### src/rtl/alu_muldiv_unit_if.sv
// Handshake/operand bundle between the EX stage and the iterative multiply/divide unit.
// The core drives the request side through the master modport; the unit uses the slave modport.
interface alu_muldiv_unit_if #(
    parameter int XLEN = 32
);
    logic            start_i;
    logic [2:0]      op_i;
    logic [XLEN-1:0] src1_i;
    logic [XLEN-1:0] src2_i;
    logic            kill_i;
    logic            busy_o;
    logic            done_o;
    logic [XLEN-1:0] result_o;

    modport master (
        output start_i, op_i, src1_i, src2_i, kill_i,
        input  busy_o, done_o, result_o
    );

    modport slave (
        input  start_i, op_i, src1_i, src2_i, kill_i,
        output busy_o, done_o, result_o
    );
endinterface

### src/rtl/alu_muldiv_unit.sv
// Radix-2 iterative RV32M multiply/divide unit: XLEN CALC iterations, then a FIN sign-fix/select cycle.
// Optional feature macro MULDIV_EARLY_OUT_EN: trivial operands (x0 multiply, /0, min/-1) skip CALC.
module alu_muldiv_unit #(
    parameter int XLEN = 32
) (
    input  logic               clk_i,
    input  logic               reset_i,
    alu_muldiv_unit_if.slave   bus
);
    localparam int CNT_W = $clog2(XLEN);
    localparam logic [XLEN-1:0] MIN_INT = {1'b1, {(XLEN-1){1'b0}}};

    typedef enum logic [1:0] {
        IDLE = 2'd0,
        CALC = 2'd1,
        FIN  = 2'd2
    } state_t;

    state_t            state_r, next_state_s;
    logic [2:0]        op_r;
    logic              neg_r;
    logic [XLEN-1:0]   hi_r, lo_r, mcand_r;
    logic [CNT_W-1:0]  cnt_r;
    logic              busy_r, done_r;
    logic [XLEN-1:0]   result_r;

    logic              load_s, step_s, fin_s, early_s;
    logic              is_div_s, s1_signed_s, s2_signed_s, neg1_s, neg2_s;
    logic              div_zero_s, ovf_s, mul_zero_s, neg_res_s;
    logic [XLEN-1:0]   mag1_s, mag2_s;
    logic [XLEN:0]     mul_sum_s, div_shift_s, div_trial_s;
    logic [2*XLEN-1:0] prod_s, prod_fix_s;
    logic [XLEN-1:0]   div_val_s, result_s;

    // Decode the incoming request: operand signedness, magnitudes and special cases.
    always_comb begin
        is_div_s    = bus.op_i[2];
        s1_signed_s = is_div_s ? ~bus.op_i[0] : (bus.op_i != 3'b011);
        s2_signed_s = is_div_s ? ~bus.op_i[0] : ~bus.op_i[1];
        neg1_s      = s1_signed_s & bus.src1_i[XLEN-1];
        neg2_s      = s2_signed_s & bus.src2_i[XLEN-1];
        mag1_s      = neg1_s ? -bus.src1_i : bus.src1_i;
        mag2_s      = neg2_s ? -bus.src2_i : bus.src2_i;
        div_zero_s  = (bus.src2_i == {XLEN{1'b0}});
        ovf_s       = is_div_s & ~bus.op_i[0] & (bus.src1_i == MIN_INT) & (bus.src2_i == {XLEN{1'b1}});
        mul_zero_s  = ~is_div_s & ((bus.src1_i == {XLEN{1'b0}}) | div_zero_s);
        // Quotient by zero stays all ones; remainder always takes the dividend's sign.
        if (!is_div_s) begin
            neg_res_s = neg1_s ^ neg2_s;
        end else if (bus.op_i[1]) begin
            neg_res_s = neg1_s;
        end else begin
            neg_res_s = (neg1_s ^ neg2_s) & ~div_zero_s;
        end
`ifdef MULDIV_EARLY_OUT_EN
        early_s = is_div_s ? (div_zero_s | ovf_s) : mul_zero_s;
`else
        early_s = 1'b0;
`endif
    end

    // One radix-2 step: shift-add for multiply, restoring trial subtract for divide.
    always_comb begin
        mul_sum_s   = {1'b0, hi_r} + (lo_r[0] ? {1'b0, mcand_r} : {(XLEN+1){1'b0}});
        div_shift_s = {hi_r, lo_r[XLEN-1]};
        div_trial_s = div_shift_s - {1'b0, mcand_r};
    end

    // Final sign correction and result select, consumed in FIN.
    always_comb begin
        prod_s     = {hi_r, lo_r};
        prod_fix_s = neg_r ? -prod_s : prod_s;
        div_val_s  = op_r[1] ? hi_r : lo_r;
        if (!op_r[2]) begin
            result_s = (op_r == 3'b000) ? prod_fix_s[XLEN-1:0] : prod_fix_s[2*XLEN-1:XLEN];
        end else begin
            result_s = neg_r ? -div_val_s : div_val_s;
        end
    end

    // FSM state register.
    always_ff @(posedge clk_i or posedge reset_i) begin
        if (reset_i) begin
            state_r <= IDLE;
        end else begin
            state_r <= next_state_s;
        end
    end

    // FSM next-state and datapath control; kill wins over every other transition.
    always_comb begin
        next_state_s = state_r;
        load_s       = 1'b0;
        step_s       = 1'b0;
        fin_s        = 1'b0;
        case (state_r)
            IDLE: begin
                if (bus.kill_i) begin
                    next_state_s = IDLE;
                end else if (bus.start_i) begin
                    load_s       = 1'b1;
                    next_state_s = early_s ? FIN : CALC;
                end else begin
                    next_state_s = IDLE;
                end
            end
            CALC: begin
                if (bus.kill_i) begin
                    next_state_s = IDLE;
                end else begin
                    step_s       = 1'b1;
                    next_state_s = (cnt_r == {CNT_W{1'b0}}) ? FIN : CALC;
                end
            end
            FIN: begin
                if (bus.kill_i) begin
                    next_state_s = IDLE;
                end else begin
                    fin_s        = 1'b1;
                    next_state_s = IDLE;
                end
            end
            default: begin
                next_state_s = IDLE;
            end
        endcase
    end

    // Datapath registers and registered outputs.
    always_ff @(posedge clk_i or posedge reset_i) begin
        if (reset_i) begin
            op_r     <= 3'b000;
            neg_r    <= 1'b0;
            hi_r     <= {XLEN{1'b0}};
            lo_r     <= {XLEN{1'b0}};
            mcand_r  <= {XLEN{1'b0}};
            cnt_r    <= {CNT_W{1'b0}};
            busy_r   <= 1'b0;
            done_r   <= 1'b0;
            result_r <= {XLEN{1'b0}};
        end else begin
            busy_r <= (next_state_s != IDLE);
            done_r <= fin_s;
            if (fin_s) begin
                result_r <= result_s;
            end else begin
                result_r <= result_r;
            end
            if (load_s) begin
                op_r  <= bus.op_i;
                neg_r <= neg_res_s;
                cnt_r <= CNT_W'(XLEN - 1);
                // Early-out preloads hi/lo with the final magnitudes so FIN needs no special path.
                if (is_div_s) begin
                    mcand_r <= mag2_s;
                    hi_r    <= (early_s & div_zero_s) ? mag1_s : {XLEN{1'b0}};
                    lo_r    <= (early_s & div_zero_s) ? {XLEN{1'b1}} : mag1_s;
                end else begin
                    mcand_r <= mag1_s;
                    hi_r    <= {XLEN{1'b0}};
                    lo_r    <= early_s ? {XLEN{1'b0}} : mag2_s;
                end
            end else if (step_s) begin
                cnt_r <= cnt_r - CNT_W'(1);
                if (op_r[2]) begin
                    if (!div_trial_s[XLEN]) begin
                        hi_r <= div_trial_s[XLEN-1:0];
                        lo_r <= {lo_r[XLEN-2:0], 1'b1};
                    end else begin
                        hi_r <= div_shift_s[XLEN-1:0];
                        lo_r <= {lo_r[XLEN-2:0], 1'b0};
                    end
                end else begin
                    hi_r <= mul_sum_s[XLEN:1];
                    lo_r <= {mul_sum_s[0], lo_r[XLEN-1:1]};
                end
            end else begin
                cnt_r <= cnt_r;
                hi_r  <= hi_r;
                lo_r  <= lo_r;
            end
        end
    end

    assign bus.busy_o   = busy_r;
    assign bus.done_o   = done_r;
    assign bus.result_o = result_r;
endmodule

### src/flat_wrapper.sv
// flat-port wrapper written by rule: the top's interface ports become plain ports
module alu_muldiv_unit_flat 
#(
    parameter int XLEN = 32
)
  (clk_i, reset_i, bus_start_i, bus_op_i, bus_src1_i, bus_src2_i, bus_kill_i, bus_busy_o, bus_done_o, bus_result_o);
  alu_muldiv_unit_if #(.XLEN(XLEN)) bus_i ();
  input  logic clk_i;
  input  logic reset_i;
  input wire logic [$bits(bus_i.start_i)-1:0] bus_start_i;
  input wire logic [$bits(bus_i.op_i)-1:0] bus_op_i;
  input wire logic [$bits(bus_i.src1_i)-1:0] bus_src1_i;
  input wire logic [$bits(bus_i.src2_i)-1:0] bus_src2_i;
  input wire logic [$bits(bus_i.kill_i)-1:0] bus_kill_i;
  output wire logic [$bits(bus_i.busy_o)-1:0] bus_busy_o;
  output wire logic [$bits(bus_i.done_o)-1:0] bus_done_o;
  output wire logic [$bits(bus_i.result_o)-1:0] bus_result_o;
  assign bus_i.start_i = bus_start_i;
  assign bus_i.op_i = bus_op_i;
  assign bus_i.src1_i = bus_src1_i;
  assign bus_i.src2_i = bus_src2_i;
  assign bus_i.kill_i = bus_kill_i;
  assign bus_busy_o = bus_i.busy_o;
  assign bus_done_o = bus_i.done_o;
  assign bus_result_o = bus_i.result_o;
  alu_muldiv_unit #(.XLEN(XLEN)) u_core (.clk_i(clk_i), .reset_i(reset_i), .bus(bus_i));
endmodule
### config.mk
export PLATFORM = sky130hd
export DESIGN_NAME = alu_muldiv_unit_flat
export DESIGN_NICKNAME = d
export VERILOG_FILES = /design/src/rtl/alu_muldiv_unit_if.sv /design/src/rtl/alu_muldiv_unit.sv /design/src/flat_wrapper.sv
export SDC_FILE = /design/constraint.sdc
export NUM_CORES = 1
export LEC_CHECK = 0
export CORE_MARGIN = 1.5
export CORE_UTILIZATION = 56
export DETAILED_ROUTE_END_ITERATION = 6
export PLACE_DENSITY = 0.88
export SLEW_MARGIN = 10
export SYNTH_ARGS = -nofsm -noshare
export SYNTH_HDL_FRONTEND = slang
export SYNTH_SLANG_ARGS = --single-unit
### constraint.sdc
create_clock -name clk_i -period 4.1 [get_ports clk_i]
set_input_delay 0.615 -clock clk_i [delete_from_list [all_inputs] [get_ports clk_i]]
set_output_delay 0.615 -clock clk_i [all_outputs]
set_load 0.05 [all_outputs]
# Yosys cells after proc, flatten, opt, wreduce, memory -nomap -nowiden
# Index checks and enable logic that the tools add are counted.
[word_totals]
rom_bits = 0
latch_bits = 0
regBits = 141
output_inout_bits = 34
ram_bits = 0
mem_count = 0
[classes]
eq_ne = 3
addsub = 7
n_mux = 35
div = 0
shift = 0
n_mul = 0
n_bitwise = 7
n_reduce_logical = 6
order_cmp = 0
[ops]
columns = ["operator", "count"]
rows = [
  ["$mux 32", 16],
  ["$neg 32->32", 3],
  ["$mux 64", 1],
  ["$neg 64->64", 1],
  ["$add 32x33->33", 1],
  ["$sub 33x32->33", 1],
  ["$logic_not 32->1", 1],
  ["$mux 1", 12],
  ["$mux 5", 2],
  ["$mux 2", 3],
  ["$logic_not 5->1", 1],
  ["$sub 5x1->5 const B", 1],
  ["$pmux 2 s2", 1],
  ["$reduce_bool 2->1", 2],
  ["$and 1x1->1", 3],
  ["$logic_not 3->1", 1],
  ["$ne 3x2->1 const B", 1],
  ["$not 1->1", 3],
  ["$eq 2x1->1 const B", 1],
  ["$eq 2x2->1 const B", 1],
  ["$logic_not 2->1", 1],
  ["$xor 1x1->1", 1],
]

# Logic depth before layout (Yosys ltp)
[depth]
ltp_word = 7
depth_mapped = 17
ltp_nobuf = 13

# Worst setup path after synthesis
# OpenSTA, ideal clock, no wires.
[synth_timing]
path_type = "flip-flop to flip-flop"
from = "register u_core.op_r[1]"
to = "register u_core.result_r[24] (netlist: u_core.bus.result_o[24])"
path_slack_ns = 0.052
arrival_ns = 3.972
required_ns = 4.024
path_stages_with_launch = 17
path_cell_list = "dfrtp_1 > buf_2 > buf_2 > buf_1 > buf_1 > buf_2 > buf_1 > mux2i_1 > ha_1 > o221ai_1 > nor3_1 > and2_1 > a31oi_1 > or3_1 > a21oi_1 > a21oi_1 > o21ai_1"
[synth_via]
elab_chain_cells = 4
[synth_lines]
columns = ["element", "line_no", "source"]
rows = [
  ["start: declaration", "alu_muldiv_unit.sv:20", "logic [2:0] op_r;"],
  ["start signal: assignment", "alu_muldiv_unit.sv:150", "op_r <= bus.op_i;"],
  ["$mux 32", "alu_muldiv_unit.sv:73", "div_val_s = op_r[1] ? hi_r : lo_r;"],
  ["$neg 32->32", "alu_muldiv_unit.sv:77", "result_s = neg_r ? -div_val_s : div_val_s;"],
  ["$mux 32", "alu_muldiv_unit.sv:77", ""],
  ["$mux 32 (*)", "alu_muldiv_unit.sv:74", "if (!op_r[2]) begin"],
  ["end signal: assignment", "alu_muldiv_unit.sv:140", "result_r <= {XLEN{1'b0}};"],
  ["end signal: assignment", "alu_muldiv_unit.sv:145", "result_r <= result_s;"],
  ["end signal: assignment", "alu_muldiv_unit.sv:147", "result_r <= result_r;"],
  ["end: declaration", "alu_muldiv_unit.sv:25", "logic [XLEN-1:0] result_r;"],
]
# Every way passes the cells marked *; elsewhere a longest branch is shown, timed or not.
# A chain may end at the register's enable or synchronous reset.

# Worst setup path in the final report
[layout_timing]
from = "register u_core.lo_r[0]"
to = "register u_core.hi_r[27]"
[layout_via]
elab_chain_cells = 5
[layout_lines]
columns = ["element", "line_no", "source"]
rows = [
  ["start: declaration", "alu_muldiv_unit.sv:22", "logic [XLEN-1:0] hi_r, lo_r, mcand_r;"],
  ["start signal: assignment", "alu_muldiv_unit.sv:135", "lo_r <= {XLEN{1'b0}};"],
  ["start signal: assignment", "alu_muldiv_unit.sv:157", "lo_r <= (early_s & div_zero_s) ? {XLEN{1'b1}} : mag1_s;"],
  ["start signal: assignment", "alu_muldiv_unit.sv:161", "lo_r <= early_s ? {XLEN{1'b0}} : mag2_s;"],
  ["$mux 32", "alu_muldiv_unit.sv:64", "mul_sum_s = {1'b0, hi_r} + (lo_r[0] ? {1'b0, mcand_r} : {(XLEN+1){1'b0}});"],
  ["$add 32x33->33", "alu_muldiv_unit.sv:64", ""],
  ["$mux 32", "alu_muldiv_unit.sv:165", "if (op_r[2]) begin"],
  ["$mux 32", "alu_muldiv_unit.sv:163", "end else if (step_s) begin"],
  ["$mux 32", "alu_muldiv_unit.sv:149", "if (load_s) begin"],
  ["end signal: assignment", "alu_muldiv_unit.sv:156", "hi_r <= (early_s & div_zero_s) ? mag1_s : {XLEN{1'b0}};"],
  ["end signal: assignment", "alu_muldiv_unit.sv:167", "hi_r <= div_trial_s[XLEN-1:0];"],
  ["end signal: assignment", "alu_muldiv_unit.sv:170", "hi_r <= div_shift_s[XLEN-1:0];"],
  ["end: declaration", "alu_muldiv_unit.sv:22", ""],
]
# Every way passes these cells. The select of a mux whose other input is x is not followed.

==> run metrics <==
Avg Cell Area, Syn=7.47 sq um; Setup TNS=0 ns; worst-path fanout max=10; fin. max-slew vios=0; Placed Instance Area=16700 sq um; min cycle time layout=3.90 ns; die height=168 microns; area of the core=26800 sq um; Clock Tree Root=clkbuf_16; Final Hold Viols=0; Post-synth ARST share=100%; Setup WS post-layout=0.203 ns; HP Class=flop to flop; share of cells above drive strength 1=8.14%; first-pass GRT wire length=79900 microns; YS warnings=0; Lkg Pwr=7.29 nW; Worst-path clk slew=0.08 ns; initial antenna violation count=0; Placer Congestion=1.00; run status=completed; max cap viols=0; DR iter-0 viols=2005; Peak Freq=257 MHz; post-DP HPWL=38900 microns; worst-skew pair later-pin latency=0.44 ns; post-synth top area share=23.2%; Initial Util=56.6%; RSZ-0062 raised after global routing=no; Post-CTS Setup Inserts=0; PwrDens=632 nW/um^2; Setup WS pre-CTS=0.391 ns; H-tree depth=4; via count=15900; Least-Margin Pin Slew=0.978 ns; DIE AREA=28100 sq um; Fill cells=2271; CTS Buf Count=17; Clock Sinks=141; pin count of the biggest net entering global routing=119; Layout area overhead=14.2%; Most used DFF post-synth=dfrtp_1; Overflow after GRT=0; CTS max path bufs=2; Final Cell Area=17300 sq um; Syn Std Cell Area=15200 sq um; TritonCTS clock tree=yes; Net count, final=2230; CP Launch Type=flop; worst-path cell chain=inv_1 -> nor2_1 -> ha_1 -> a21o_1 -> or3_1 -> o21ai_0 -> a21oi_1 -> o211ai_1 -> nand2_1 -> o31ai_1 -> mux2i_1 -> a32o_1; worst path arrival time=4.27 ns; Area contributors post-synth=dfrtp_1 23%, o21ai_0 6.6%, a21oi_1 6.4%, xnor2_1 6.1%, ha_1 5.7%; vias in the first global route=14700; Synth area leader=dfrtp_1; largest stage delay on the critical path=0.50 ns; setup violators final=0; post_cts resized=0; WL/cell=20.9 microns; drc violations=0; row count=60; most frequent cell after synthesis=o21ai_0; number of detailed-route iterations in the first pass=6; Worst Setup End Kind=flop; VDD IR-drop max=0.296 mV; Vias/cell=6.52; Tot GR Track Use=35.9%; Seq cells post-synth=141; register area share after synthesis=23.2%; Die X=168 microns; Antenna Cells=0; Cells after Synth=2032; Syn Nets=2174; relative slew slack=34.8%; worst path required time=4.47 ns; # IOs=105; EDFF count, synth=0; final cycle utilization of the critical path=95.0%; slowest CP cell=dfrtp_1; Yosys cell types=84; final WL=50900 microns; Post-synth top cells=200 x o21ai_0, 195 x nand2_1, 193 x a21oi_1, 193 x nor2_1, 141 x dfrtp_1; Final ANT Viol Nets=0; Worst Skew=0.0162 ns; IO buf count=104; WS Path Type=flop to flop; cts hold-fix bufs=0
==> routing by layer <==
layer	track usage [%]	vias to the layer above	routed length [microns]
met5	0	-	0
li1	-	7471	-
met4	11.5	0	1350
met3	6.07	118	5410
met1	49.6	7444	21600
met2	56.9	877	22600
==> worst max-delay path, delay by kind of cell (launching register included) <==
family | cells | cell delay [ns]
AO/OA/AOI/OAI | 6 | 1.79
adder cells (fa/ha/maj) | 1 | 0.34
buffers and inverters | 1 | 0.28
flip-flops | 1 | 0.50
multiplexers | 1 | 0.30
AND/OR/NAND/NOR | 3 | 0.61
==> state kept, by name, summed over array words and instances (netlist names) <==
name,flops
u_core.mcand_r,32
u_core.lo_r,32
u_core.bus.result_o,32
u_core.state_r,2
u_core.neg_r,1
u_core.hi_r,32
u_core.cnt_r,5
u_core.bus.done_o,1
u_core.op_r,3
u_core.bus.busy_o,1
==> per-stage QoR <==
step	power, mW	std cells	hold slack (ns)	utilization (%)
4_1_cts	10.7	2442	0.484	64.7
3_3_place_gp	8.86	2410	0.458	62.4
2_1_floorplan	7.05	2032	0.445	-
6_report	11.0	2442	0.476	64.7
3_5_place_dp	9.00	2410	0.469	62.4
5_1_grt	11.6	2442	0.502	64.7
==> where the power goes <==
group | switching (mW) | leakage (nW) | total (mW) | internal, mW
combinational | 4.18 | 5.20 | 6.94 | 2.76
sequential | 0.634 | 1.81 | 2.34 | 1.70
clock | 0.702 | 0.286 | 1.67 | 0.970
==> path summary, 6_finish.rpt <==
kind	startpoint	to	slack, ns	depth (start not counted)
min	u_core.bus.result_o[27]	u_core.bus.result_o[27]	0.48	2
max in group asynchronous	reset_i	u_core.bus.result_o[31]	2.71	3
min reg2reg	u_core.bus.result_o[27]	u_core.bus.result_o[27]	0.48	2
min in group asynchronous	reset_i	u_core.hi_r[3]	0.58	2
max	u_core.lo_r[0]	u_core.hi_r[27]	0.20	12
max reg2reg	u_core.lo_r[0]	u_core.hi_r[27]	0.20	12
==> placed cells by master, fill, tap and decap left out, types with 12 or more instances in the layout <==
| master | n |
|---|---|
| mux2i_1 | 81 |
| a21o_1 | 35 |
| o41ai_1 | 16 |
| a22oi_1 | 14 |
| a21oi_1 | 193 |
| clkbuf_16 | 17 |
| dfrtp_1 | 138 |
| or3_1 | 26 |
| o21ai_0 | 200 |
| a31oi_1 | 15 |
| nand3_1 | 37 |
| or2_2 | 24 |
| nor2_1 | 192 |
| o31ai_1 | 33 |
| inv_1 | 62 |
| nand4_1 | 12 |
| nor4_1 | 13 |
| xnor2_1 | 105 |
| ha_1 | 69 |
| clkdlybuf4s50_1 | 103 |
| and2_1 | 15 |
| o211ai_1 | 64 |
| nand2_1 | 195 |
| buf_4 | 79 |
| xor2_1 | 88 |
| nor3_1 | 44 |
| a211oi_1 | 24 |
| nand2b_1 | 15 |
==> cells by family after synthesis <==
group           share of synthesized area, %
flops                                   23.2
buf+inv                                 5.50
simple gates                            20.0
fa+ha+maj                               5.95
compound gates                          28.5
mux                                     5.64
xor+xnor                                11.1
==> area by class of cell <==
cell class / instances / area, sq um / share of cell area [%]
repair buffers: 185 / 1680 / 9.72
multi-input cells: 1677 / 10800 / 62.5
well taps: 341 / 427 / 2.46
clock inverters: 14 / 180 / 1.04
clock buffers: 18 / 429 / 2.48
flip-flops and latches: 141 / 3530 / 20.4
inverters: 66 / 251 / 1.45
No activity file was read; power rests on OpenSTA's default activity.
